## src/rtl/mine_pkg.sv

```systemverilog
// Shared definitions for the minesweeper game controller: default geometry,
// square-state encoding, direction codes, FSM states and an adjacency helper.
// Optional build macro: MINE_FLAG_EN (flag support, used by the other files).
package mine_pkg;

    localparam int GRID_SIZE  = 3;
    localparam int STATE_SIZE = 4;

    localparam logic [3:0] STATE_BOMB = 4'd9;

    localparam logic [1:0] DIR_RIGHT = 2'b00;
    localparam logic [1:0] DIR_UP    = 2'b01;
    localparam logic [1:0] DIR_LEFT  = 2'b10;
    localparam logic [1:0] DIR_DOWN  = 2'b11;

    typedef enum logic [2:0] {
        ST_IDLE  = 3'd0,
        ST_PLAY  = 3'd1,
        ST_MOVE  = 3'd2,
        ST_FLOOD = 3'd3,
        ST_LOST  = 3'd4,
        ST_WON   = 3'd5
    } game_state_t;

    // Squares a and b touch (8-neighbourhood) on a g x g board; index = row*g + col
    function automatic logic is_adjacent(input int a, input int b, input int g);
        int dr;
        int dc;
        dr = (a / g) - (b / g);
        dc = (a % g) - (b % g);
        if (dr < 0) dr = -dr;
        if (dc < 0) dc = -dc;
        return (a != b) && (dr <= 1) && (dc <= 1);
    endfunction

endpackage

```

## src/rtl/mine_game_ctrl_if.sv

```systemverilog
// Bundle of button, board and status signals around the game controller.
// master = controller side, slave = buttons/board side.
// Optional build macro: MINE_FLAG_EN adds btn_flag and flag_grid.
interface mine_game_ctrl_if #(
    parameter int N          = mine_pkg::GRID_SIZE * mine_pkg::GRID_SIZE,
    parameter int STATE_SIZE = mine_pkg::STATE_SIZE
);
    logic                    load;
    logic [N-1:0]            load_bombs;
    logic                    btn_move;
    logic [1:0]              btn_dir;
    logic                    btn_reveal;
    logic [STATE_SIZE*N-1:0] states;
    logic [N-1:0]            next_cursor;
    logic [N-1:0]            bomb_grid;
    logic [N-1:0]            reveal_grid;
    logic [N-1:0]            cursor_grid;
    logic                    move;
    logic [1:0]              dir;
    logic                    busy;
    logic                    game_over;
    logic                    game_won;
`ifdef MINE_FLAG_EN
    logic                    btn_flag;
    logic [N-1:0]            flag_grid;
`endif

    modport master (
`ifdef MINE_FLAG_EN
        input  btn_flag,
        output flag_grid,
`endif
        input  load, load_bombs, btn_move, btn_dir, btn_reveal, states, next_cursor,
        output bomb_grid, reveal_grid, cursor_grid, move, dir, busy, game_over, game_won
    );

    modport slave (
`ifdef MINE_FLAG_EN
        output btn_flag,
        input  flag_grid,
`endif
        output load, load_bombs, btn_move, btn_dir, btn_reveal, states, next_cursor,
        input  bomb_grid, reveal_grid, cursor_grid, move, dir, busy, game_over, game_won
    );

endinterface

```

## src/rtl/mine_flood_step.sv

```systemverilog
// One step of the zero-region flood: every unrevealed, non-bomb square touching
// a revealed zero square becomes revealed. changed reports whether anything grew.
// Optional build macro: MINE_FLAG_EN (flagged squares are never flooded).
module mine_flood_step #(
    parameter int  GRID_SIZE = mine_pkg::GRID_SIZE,
    localparam int N         = GRID_SIZE * GRID_SIZE
) (
    input  logic [N-1:0] reveal,
    input  logic [N-1:0] bomb,
    input  logic [N-1:0] zero,
`ifdef MINE_FLAG_EN
    input  logic [N-1:0] flag,
`endif
    output logic [N-1:0] next_reveal,
    output logic         changed
);
    import mine_pkg::*;

    logic [N-1:0] seed;
    logic [N-1:0] grow;
    logic [N-1:0] eligible;

    // Grow the revealed set by one ring around every revealed zero square
    always_comb begin
        seed = reveal & zero;
        grow = '0;
        for (int j = 0; j < N; j++) begin
            for (int i = 0; i < N; i++) begin
                if (seed[i] && is_adjacent(i, j, GRID_SIZE)) grow[j] = 1'b1;
            end
        end
`ifdef MINE_FLAG_EN
        eligible = ~bomb & ~flag;
`else
        eligible = ~bomb;
`endif
        next_reveal = reveal | (grow & eligible);
        changed     = (next_reveal != reveal);
    end

endmodule

```

## src/rtl/mine_game_ctrl.sv

```systemverilog
// Game controller for the combinational minesweeper board: holds bomb, reveal
// and cursor grids, turns button pulses into board move strobes, runs the
// iterative flood reveal and tracks loss/win.
// Optional build macro: MINE_FLAG_EN adds per-square flags (btn_flag/flag_grid).
module mine_game_ctrl #(
    parameter int GRID_SIZE  = mine_pkg::GRID_SIZE,
    parameter int STATE_SIZE = mine_pkg::STATE_SIZE
) (
    input logic              clk,
    input logic              rst_n,
    mine_game_ctrl_if.master bus
);
    import mine_pkg::*;

    localparam int           N           = GRID_SIZE * GRID_SIZE;
    localparam int           CNT_W       = $clog2(N + 1);
    localparam logic [N-1:0] CURSOR_HOME = {1'b1, {(N-1){1'b0}}};

    game_state_t          state_q, state_d;
    logic [N-1:0]         bomb_q, bomb_d;
    logic [N-1:0]         reveal_q, reveal_d;
    logic [N-1:0]         cursor_q, cursor_d;
    logic                 move_q, move_d;
    logic [1:0]           dir_q, dir_d;
    logic                 over_q, over_d;
    logic                 won_q, won_d;
    logic [CNT_W-1:0]     flood_cnt_q, flood_cnt_d;
`ifdef MINE_FLAG_EN
    logic [N-1:0]         flag_q, flag_d;
`endif

    logic [STATE_SIZE-1:0] cur_state;
    logic [N-1:0]          zero_mask;
    logic                  cursor_blocked;
    logic [N-1:0]          flood_next;
    logic                  flood_changed;

    // Board is solved once every square is either revealed or a bomb
    function automatic logic all_cleared(input logic [N-1:0] rv, input logic [N-1:0] bm);
        return &(rv | bm);
    endfunction

    // Decode board states: zero-count mask and the state under the cursor
    always_comb begin
        cur_state = '0;
        zero_mask = '0;
        for (int k = 0; k < N; k++) begin
            zero_mask[k] = (bus.states[k*STATE_SIZE +: STATE_SIZE] == '0);
            if (cursor_q[k]) cur_state = cur_state | bus.states[k*STATE_SIZE +: STATE_SIZE];
        end
    end

`ifdef MINE_FLAG_EN
    assign cursor_blocked = |(cursor_q & (reveal_q | flag_q));
`else
    assign cursor_blocked = |(cursor_q & reveal_q);
`endif

    mine_flood_step #(
        .GRID_SIZE (GRID_SIZE)
    ) u_flood (
        .reveal      (reveal_q),
        .bomb        (bomb_q),
        .zero        (zero_mask),
`ifdef MINE_FLAG_EN
        .flag        (flag_q),
`endif
        .next_reveal (flood_next),
        .changed     (flood_changed)
    );

    // State and game registers
    always_ff @(posedge clk or negedge rst_n) begin
        if (!rst_n) begin
            state_q     <= ST_IDLE;
            bomb_q      <= '0;
            reveal_q    <= '0;
            cursor_q    <= '0;
            move_q      <= 1'b0;
            dir_q       <= 2'b00;
            over_q      <= 1'b0;
            won_q       <= 1'b0;
            flood_cnt_q <= '0;
`ifdef MINE_FLAG_EN
            flag_q      <= '0;
`endif
        end else begin
            state_q     <= state_d;
            bomb_q      <= bomb_d;
            reveal_q    <= reveal_d;
            cursor_q    <= cursor_d;
            move_q      <= move_d;
            dir_q       <= dir_d;
            over_q      <= over_d;
            won_q       <= won_d;
            flood_cnt_q <= flood_cnt_d;
`ifdef MINE_FLAG_EN
            flag_q      <= flag_d;
`endif
        end
    end

    // Next-state logic: load overrides everything, then per-state button handling
    always_comb begin
        state_d     = state_q;
        bomb_d      = bomb_q;
        reveal_d    = reveal_q;
        cursor_d    = cursor_q;
        move_d      = 1'b0;
        dir_d       = dir_q;
        over_d      = over_q;
        won_d       = won_q;
        flood_cnt_d = flood_cnt_q;
`ifdef MINE_FLAG_EN
        flag_d      = flag_q;
`endif

        if (bus.load) begin
            bomb_d      = bus.load_bombs;
            reveal_d    = '0;
            cursor_d    = CURSOR_HOME;
            over_d      = 1'b0;
            won_d       = 1'b0;
            flood_cnt_d = '0;
`ifdef MINE_FLAG_EN
            flag_d      = '0;
`endif
            state_d     = ST_PLAY;
        end else begin
            case (state_q)
                ST_PLAY: begin
                    if (bus.btn_reveal) begin
                        if (!cursor_blocked) begin
                            if (cur_state == STATE_SIZE'(STATE_BOMB)) begin
                                reveal_d = reveal_q | bomb_q;
                                over_d   = 1'b1;
                                state_d  = ST_LOST;
                            end else if (cur_state == '0) begin
                                reveal_d    = reveal_q | cursor_q;
                                flood_cnt_d = '0;
                                state_d     = ST_FLOOD;
                            end else begin
                                reveal_d = reveal_q | cursor_q;
                                if (all_cleared(reveal_q | cursor_q, bomb_q)) begin
                                    won_d   = 1'b1;
                                    state_d = ST_WON;
                                end
                            end
                        end
                    end
`ifdef MINE_FLAG_EN
                    else if (bus.btn_flag) begin
                        if (!(|(cursor_q & reveal_q))) flag_d = flag_q ^ cursor_q;
                    end
`endif
                    else if (bus.btn_move) begin
                        dir_d   = bus.btn_dir;
                        move_d  = 1'b1;
                        state_d = ST_MOVE;
                    end
                end
                ST_MOVE: begin
                    cursor_d = bus.next_cursor;
                    state_d  = ST_PLAY;
                end
                ST_FLOOD: begin
                    reveal_d    = flood_next;
                    flood_cnt_d = flood_cnt_q + CNT_W'(1);
                    if (!flood_changed || (flood_cnt_q == CNT_W'(N - 1))) begin
                        if (all_cleared(flood_next, bomb_q)) begin
                            won_d   = 1'b1;
                            state_d = ST_WON;
                        end else begin
                            state_d = ST_PLAY;
                        end
                    end
                end
                default: begin
                end
            endcase
        end
    end

    assign bus.bomb_grid   = bomb_q;
    assign bus.reveal_grid = reveal_q;
    assign bus.cursor_grid = cursor_q;
    assign bus.move        = move_q;
    assign bus.dir         = dir_q;
    assign bus.busy        = (state_q == ST_MOVE) || (state_q == ST_FLOOD);
    assign bus.game_over   = over_q;
    assign bus.game_won    = won_q;
`ifdef MINE_FLAG_EN
    assign bus.flag_grid   = flag_q;
`endif

endmodule
```

## src/flat_wrapper.sv

```systemverilog
// flat-port wrapper written by rule: the top's interface ports become plain ports
module mine_game_ctrl_flat import mine_pkg::*;
#(
    parameter int GRID_SIZE  = mine_pkg::GRID_SIZE,
    parameter int STATE_SIZE = mine_pkg::STATE_SIZE
)
  (clk, rst_n, bus_load, bus_load_bombs, bus_btn_move, bus_btn_dir, bus_btn_reveal, bus_states, bus_next_cursor, bus_bomb_grid, bus_reveal_grid, bus_cursor_grid, bus_move, bus_dir, bus_busy, bus_game_over, bus_game_won);
  mine_game_ctrl_if #(.STATE_SIZE(STATE_SIZE)) bus_i ();
  input logic clk;
  input logic rst_n;
  input wire logic [$bits(bus_i.load)-1:0] bus_load;
  input wire logic [$bits(bus_i.load_bombs)-1:0] bus_load_bombs;
  input wire logic [$bits(bus_i.btn_move)-1:0] bus_btn_move;
  input wire logic [$bits(bus_i.btn_dir)-1:0] bus_btn_dir;
  input wire logic [$bits(bus_i.btn_reveal)-1:0] bus_btn_reveal;
  input wire logic [$bits(bus_i.states)-1:0] bus_states;
  input wire logic [$bits(bus_i.next_cursor)-1:0] bus_next_cursor;
  output wire logic [$bits(bus_i.bomb_grid)-1:0] bus_bomb_grid;
  output wire logic [$bits(bus_i.reveal_grid)-1:0] bus_reveal_grid;
  output wire logic [$bits(bus_i.cursor_grid)-1:0] bus_cursor_grid;
  output wire logic [$bits(bus_i.move)-1:0] bus_move;
  output wire logic [$bits(bus_i.dir)-1:0] bus_dir;
  output wire logic [$bits(bus_i.busy)-1:0] bus_busy;
  output wire logic [$bits(bus_i.game_over)-1:0] bus_game_over;
  output wire logic [$bits(bus_i.game_won)-1:0] bus_game_won;
  assign bus_i.load = bus_load;
  assign bus_i.load_bombs = bus_load_bombs;
  assign bus_i.btn_move = bus_btn_move;
  assign bus_i.btn_dir = bus_btn_dir;
  assign bus_i.btn_reveal = bus_btn_reveal;
  assign bus_i.states = bus_states;
  assign bus_i.next_cursor = bus_next_cursor;
  assign bus_bomb_grid = bus_i.bomb_grid;
  assign bus_reveal_grid = bus_i.reveal_grid;
  assign bus_cursor_grid = bus_i.cursor_grid;
  assign bus_move = bus_i.move;
  assign bus_dir = bus_i.dir;
  assign bus_busy = bus_i.busy;
  assign bus_game_over = bus_i.game_over;
  assign bus_game_won = bus_i.game_won;
  mine_game_ctrl #(.GRID_SIZE(GRID_SIZE), .STATE_SIZE(STATE_SIZE)) u_core (.clk(clk), .rst_n(rst_n), .bus(bus_i));
endmodule
```

## config.mk

```make
export PLATFORM = sky130hd
export DESIGN_NAME = mine_game_ctrl_flat
export DESIGN_NICKNAME = d
export VERILOG_FILES = /design/src/rtl/mine_pkg.sv /design/src/rtl/mine_game_ctrl_if.sv /design/src/rtl/mine_flood_step.sv /design/src/rtl/mine_game_ctrl.sv /design/src/flat_wrapper.sv
export SDC_FILE = /design/constraint.sdc
export NUM_CORES = 1
export LEC_CHECK = 0
export ABC_AREA = 1
export ABC_CLOCK_PERIOD_IN_PS = 1700
export BUFFER_PORTS_ARGS = -buffer_cell sky130_fd_sc_hd__buf_2
export CAP_MARGIN = 10
export CORE_UTILIZATION = 52
export DETAILED_ROUTE_END_ITERATION = 7
export PLACE_DENSITY_LB_ADDON = 0.1
export SYNTH_ARGS = -nofsm -noshare
export SYNTH_HDL_FRONTEND = slang
export SYNTH_SLANG_ARGS = --single-unit
```

## constraint.sdc

```tcl
create_clock -name clk -period 1.7 [get_ports clk]
set_input_delay 0.085 -clock clk [delete_from_list [all_inputs] [get_ports clk]]
set_output_delay 0.085 -clock clk [all_outputs]
set_load 0.05 [all_outputs]
```

Word level (Yosys, flattened, before mapping)
Index checks and enable logic that the tools add are counted.

Bits in registers: 39. Input bits: 61. Output and inout port bits: 33. Word-level logic and storage cells: 158.

Add/sub/neg operators: 1. Equal/unequal tests: 18. Multiplexer cells: 83. Bitwise logic cells: 19. Reductions and logical operators: 28.

Operator list (count): 2-to-1 mux 4 bit (14); 2-to-1 mux 9 bit (6); 2-to-1 mux 1 bit (50); bitwise OR 9 bit (5); logical NOT 4 bit (10); bitwise OR 4 bit (8); bitwise AND 9 bit (3); 2-to-1 mux 3 bit (9); case mux 9 bit (2 select lines) (1); AND reduction 9 bit (2); inequality test 3 x 2 -> 1 bit, second input constant (4); inequality test 3 bit, second input constant (4); AND reduction 5 bit (2); inequality test 9 bit (1); NOT 9 bit (1); case mux 3 bit (3 select lines) (1); OR reduction 9 bit (1); == test 4 bit, second input constant (2); inequality test 4 bit, second input constant (2); case mux 4 bit (2 select lines) (1); AND reduction 4 bit (2); AND reduction 8 bit (1); nonzero test 2 bit (4); == test 3 x 2 -> 1 bit, second input constant (2); 11 further kinds (13).

Depth between registers and ports, before layout
Word-level depth: 24. Gate-level depth with buffers: 14. Mapped depth without buffers: 14.

Modules after synthesis
A second synthesis with hierarchy kept.

Cells, all modules: 486. Area, all modules: 2979.1 um^2.

By module, submodules not included: mine_game_ctrl (times used 1, cells each 400, area each 2576.2 um^2, sequential area each 975.9 um^2); mine_flood_step (times used 1, cells each 86, area each 402.9 um^2, sequential area each 0.0 um^2).

Worst setup path before layout
Ideal clock, no wire load.

Kind: flip-flop to flip-flop. Start: register u_core.state_q[2]. End: register u_core.state_q[0]. Library setup time: 0.123 ns. Arrival: 1.834 ns. Required time: 1.577 ns. Path slack: -0.257 ns. Cell stages (with the launch flop): 9. Buffers on the path: 0. Period minus slack after synthesis: 1.957 ns. Cells stage by stage: dfrtp_1 > nor2_1 > inv_1 > nand2_1 > nand2_1 > nor2_4 > nand2_4 > nand2_1 > o21ai_2.

Cells in the longest elaborated chain, start to end: 3. Elaborated cells between the ends (all ways): 11. Those cells by class: 7 x eq/ne; 2 x mux; 2 x reduce/logical.

RTL lines: start, declared (RTL line mine_game_ctrl.sv:19) `game_state_t state_q, state_d;`; start signal, assigned (RTL line mine_game_ctrl.sv:88) `state_q <= state_d;`; == test 3 x 1 -> 1 bit or == test 3 x 2 -> 1 bit (tied branches) (RTL line mine_game_ctrl.sv:130) `case (state_q)`; inequality test 6 x 3 -> 1 bit (no line) (tied with other cells); AND reduction 5 bit (no line) or 2-to-1 mux 3 bit (tied branches).

Parallel ways exist; a longest one is shown, timed or not. A chain may end at the register's enable or synchronous reset.

Worst setup path after layout
Start: register u_core.cursor_q[3] (netlist: u_core.bus.cursor_grid[3]). End: register u_core.reveal_q[7] (netlist: u_core.bus.reveal_grid[7]).

Cells in the longest elaborated chain, start to end: 17. Elaborated cells between the ends (all ways): 21. Those cells by class: 2 x eq/ne; 11 x mux; 6 x bitwise; 2 x reduce/logical.

RTL lines: start, declared (RTL line mine_game_ctrl.sv:22) `logic [N-1:0] cursor_q, cursor_d;`; start signal, assigned (RTL line mine_game_ctrl.sv:91) `cursor_q <= cursor_d;`; 2-to-1 mux 4 bit (RTL line mine_game_ctrl.sv:49) `if (cursor_q[k]) cur_state = cur_state | bus.states[k*STATE_SIZE +: STATE_SIZE];`; bitwise OR 4 bit (RTL line mine_game_ctrl.sv:49); 2-to-1 mux 4 bit (RTL line mine_game_ctrl.sv:49); bitwise OR 4 bit (RTL line mine_game_ctrl.sv:49); 2-to-1 mux 4 bit (RTL line mine_game_ctrl.sv:49); bitwise OR 4 bit (RTL line mine_game_ctrl.sv:49); 2-to-1 mux 4 bit (RTL line mine_game_ctrl.sv:49); bitwise OR 4 bit (RTL line mine_game_ctrl.sv:49); 2-to-1 mux 4 bit (RTL line mine_game_ctrl.sv:49); bitwise OR 4 bit (RTL line mine_game_ctrl.sv:49); 2-to-1 mux 4 bit (RTL line mine_game_ctrl.sv:49); == test 4 bit (RTL line mine_game_ctrl.sv:134) `if (cur_state == STATE_SIZE'(STATE_BOMB)) begin`; 2-to-1 mux 9 bit (RTL line mine_game_ctrl.sv:134); 2-to-1 mux 9 bit (RTL line mine_game_ctrl.sv:133) `if (!cursor_blocked) begin`; 2-to-1 mux 9 bit (RTL line mine_game_ctrl.sv:132) `if (bus.btn_reveal) begin`; case mux 9 bit (2 select lines) (RTL line mine_game_ctrl.sv:130); 2-to-1 mux 9 bit (RTL line mine_game_ctrl.sv:118) `if (bus.load) begin`; end signal, assigned (RTL line mine_game_ctrl.sv:90) `reveal_q <= reveal_d;`; end, declared (RTL line mine_game_ctrl.sv:21) `logic [N-1:0] reveal_q, reveal_d;`.

Parallel ways exist; a longest one is shown, timed or not. The select of a mux whose other input is x is not followed.

==> qor.txt <==
status = finished, violations left
violated checks = setup timing
Final min period = 1820 ps
number of global-route vias before repair = 3482
fin area = 4430 um2
Cell Area, Placed = 3830 um2
Max Slew Vio Count = 0
largest net degree at the start of global routing = 26
final core utilization = 81.0%
Layout Cells excl Fill = 681
sequential area share after synthesis = 33.1%
hpwl dp = 7.55 mm
gpl congestion = 0.909
leading cell type in the layout, fill and taps excluded = nand2_1
IO Pins = 94
Inserted Clock Buffers = 5
pwr/cell area = 1420 nW/um2
P&R area growth vs syn = 50.3%
global route overflow = 0
height of the die = 77.3 um
final worst-path cycle share = 107%
Die ar. = 5970 um2
DR vias = 3678
final hold violation count = 0
Crit Path Max Fanout = 9
Post-route DRC = 0
Clock Sinks = 39
core area = 5470 um2
worst min path class = in2reg
post-synth design cell area = 2950 um2
Syn Nets = 503
worst endpoint required time = 1910 ps
Lkg Pwr = 2.39 nW
Synth warnings = 0
WL/cell = 15.8 um
Power Total = 6.28 mW
vias per inst = 5.40
CTS clk-pin slew, worst paths = 80 ps
CTS tree = yes
initial antenna violation count = 0
highest-count cells in the layout ignoring fill and taps = 123 x nand2_1, 93 x buf_2, 50 x buf_4
Cells after DPL = 644
max cap viols = 0
maximum VDD drop = 0.974 mV
row count = 27
Setup WS post-layout = -125 ps
fillcell total = 389
Die W = 77.3 um
Starting DRT DRC Count = 346
Finish-stage setup viols = 18
drt total wl = 10.8 mm
Critical Path AT = 2040 ps
Worst Skew = 10.2 ps
later-pin clock latency in the skew report = 300 ps
ant diodes = 0
Slew Limit Headroom = 60.6%
CP endpoint kind = flip-flop
Final Net Count = 671
Root Driver = clkbuf_8
antenna-violating nets left = 0
CTS Buffer Depth = 2
synthesized flop and latch total = 39
R2R setup slack = -120 ps
Achievable Freq = 548 MHz
first-pass GRT wire length = 16.3 mm
mean post-synth cell area = 6.70 um2
GRT Util Overall = 35.4%
RSZ-0062 raised after global routing = yes
CP Launch Type = flip-flop
post-synth cell types = 36
htree depth = 2
Worst Tran Pin Value = 591 ps
crit path kind = reg2reg
Buffers on Ports = 93
layout cells sized above 1 = 43.3%
Cells after Synth = 440
Starting Density = 53.9%
first-pass iteration count of the detailed router = 5
## cell families after synthesis
| kind of cell | after synthesis | synth area share (%) |
|---|---|---|
| xor gates and xnor gates | 2 | 0.594 |
| adders and majority gates | 2 | 0.849 |
| AOI/OAI and AO/OA | 73 | 16.9 |
| and+or+nand+nor | 260 | 38.9 |
| buffers and inverters | 64 | 9.59 |
| DFF | 39 | 33.1 |
## sequential cells by signal (all words and copies together) (netlist names)
register and flops:
u_core.bus.reveal_grid 9, u_core.bus.game_over 1, u_core.bus.cursor_grid 9, u_core.bus.game_won 1, u_core.bus.move 1, u_core.bus.bomb_grid 9, u_core.flood_cnt_q 4, u_core.state_q 3
u_core.bus.dir 2
## cells in the mapped netlist
| cell | instances | share of area, % |
|---|---|---|
| inv_2 | 5 | 0.64 |
| nor3_1 | 2 | 0.34 |
| nand2_2 | 3 | 0.64 |
| o21bai_1 | 1 | 0.25 |
| nand2_1 | 133 | 17 |
| a21oi_2 | 4 | 1.2 |
| xor2_1 | 1 | 0.30 |
| nand3_2 | 5 | 1.7 |
| o21ai_1 | 14 | 2.4 |
| a21oi_1 | 11 | 1.9 |
| o21ai_2 | 6 | 1.8 |
| nor2_2 | 4 | 0.85 |
| nor2_4 | 2 | 0.76 |
| a211oi_2 | 1 | 0.42 |
| o21ai_0 | 21 | 3.6 |
| o31ai_1 | 1 | 0.25 |
| buf_4 | 1 | 0.25 |
| clkbuf_1 | 3 | 0.38 |
| clkbuf_4 | 1 | 0.25 |
| o211ai_2 | 9 | 3.8 |
| nor3_2 | 2 | 0.68 |
| xnor2_1 | 1 | 0.30 |
| nor2_1 | 53 | 6.7 |
| nand4_1 | 4 | 0.85 |
| nand3_1 | 48 | 8.1 |
| buf_6 | 4 | 1.5 |
| nand2_4 | 2 | 0.76 |
| inv_1 | 49 | 6.2 |
| o21a_1 | 1 | 0.25 |
| nand3b_1 | 1 | 0.25 |
| o211ai_1 | 1 | 0.25 |
| and2_2 | 1 | 0.25 |
| a22o_1 | 3 | 0.89 |
| dfrtp_1 | 39 | 33 |
| ha_1 | 2 | 0.85 |
| dlygate4sd1_1 | 1 | 0.30 |
## per-layer routing
| layer | global-route usage, % | wire length [um] |
|---|---|---|
| met2 | 56.7 | 4930 |
| met4 | 13.0 | 344 |
| met3 | 5.60 | 973 |
| met5 | 0 | 0 |
| met1 | 48.1 | 4520 |
## stage by stage
step | setup WS (ps) | hold slack, ps | setup TNS (ps)
finish | -125 | 7.29 | -1560
global placement | -49.5 | 111 | -307
CTS | -65.9 | 1.72 | -619
global route | -216 | 22.8 | -2990
floorplan | -7.01 | -211 | -8.86
detailed placement | -102 | 116 | -714
## critical path, cell delays in order, from the launching register on
cell and delay, ps:
dfrtp_2 460, buf_6 140, inv_2 50, o21ai_1 60, nor2_1 130, nand3b_1 160, a21oi_4 260, and2_4 270
nand3_1 80, o21ai_1 110
## power by group
part / total, mW / switching, mW / leakage [nW] / internal, mW
logic: 4.07 / 2.52 / 1.86 / 1.55
registers: 1.49 / 0.315 / 0.482 / 1.17
clock network: 0.720 / 0.351 / 0.0505 / 0.369
## final cells by class
| type | count | area [um2] | share of cell area, % |
|---|---|---|---|
| Multi-Input combinational cell | 337 | 1880 | 42.5 |
| Timing Repair Buffer | 171 | 1150 | 26.0 |
| Sequential cell | 39 | 998 | 22.5 |
| Inverter | 54 | 203 | 4.57 |
| Clock buffer | 7 | 96.3 | 2.17 |
| Tap cell | 72 | 90.1 | 2.03 |
| Clock inverter | 1 | 7.51 | 0.169 |
## path summary, 6_finish.rpt
path                                           start                        end  cells after the start
min in group asynchronous                      rst_n          u_core.state_q[0]                      2
min                               bus_next_cursor[6]  u_core.bus.cursor_grid[6]                      2
max                        u_core.bus.cursor_grid[3]  u_core.bus.reveal_grid[7]                      9
min reg2reg                      u_core.bus.game_won        u_core.bus.game_won                      2
max reg2reg                u_core.bus.cursor_grid[3]  u_core.bus.reveal_grid[7]                      9
max in group asynchronous                      rst_n  u_core.bus.cursor_grid[0]                      3
## repair_timing
| action | 4_1_cts | 5_1_grt |
|---|---|---|
| hold buffers | 14 | 0 |
| endpoints found under the setup margin | 15 | 20 |
| endpoints found under the hold margin | 36 | 0 |
| resized for setup | 28 | 34 |
| pin swaps | 16 | 21 |
| buffers inserted | 8 | 7 |
Power figures use the tool's default switching activity.
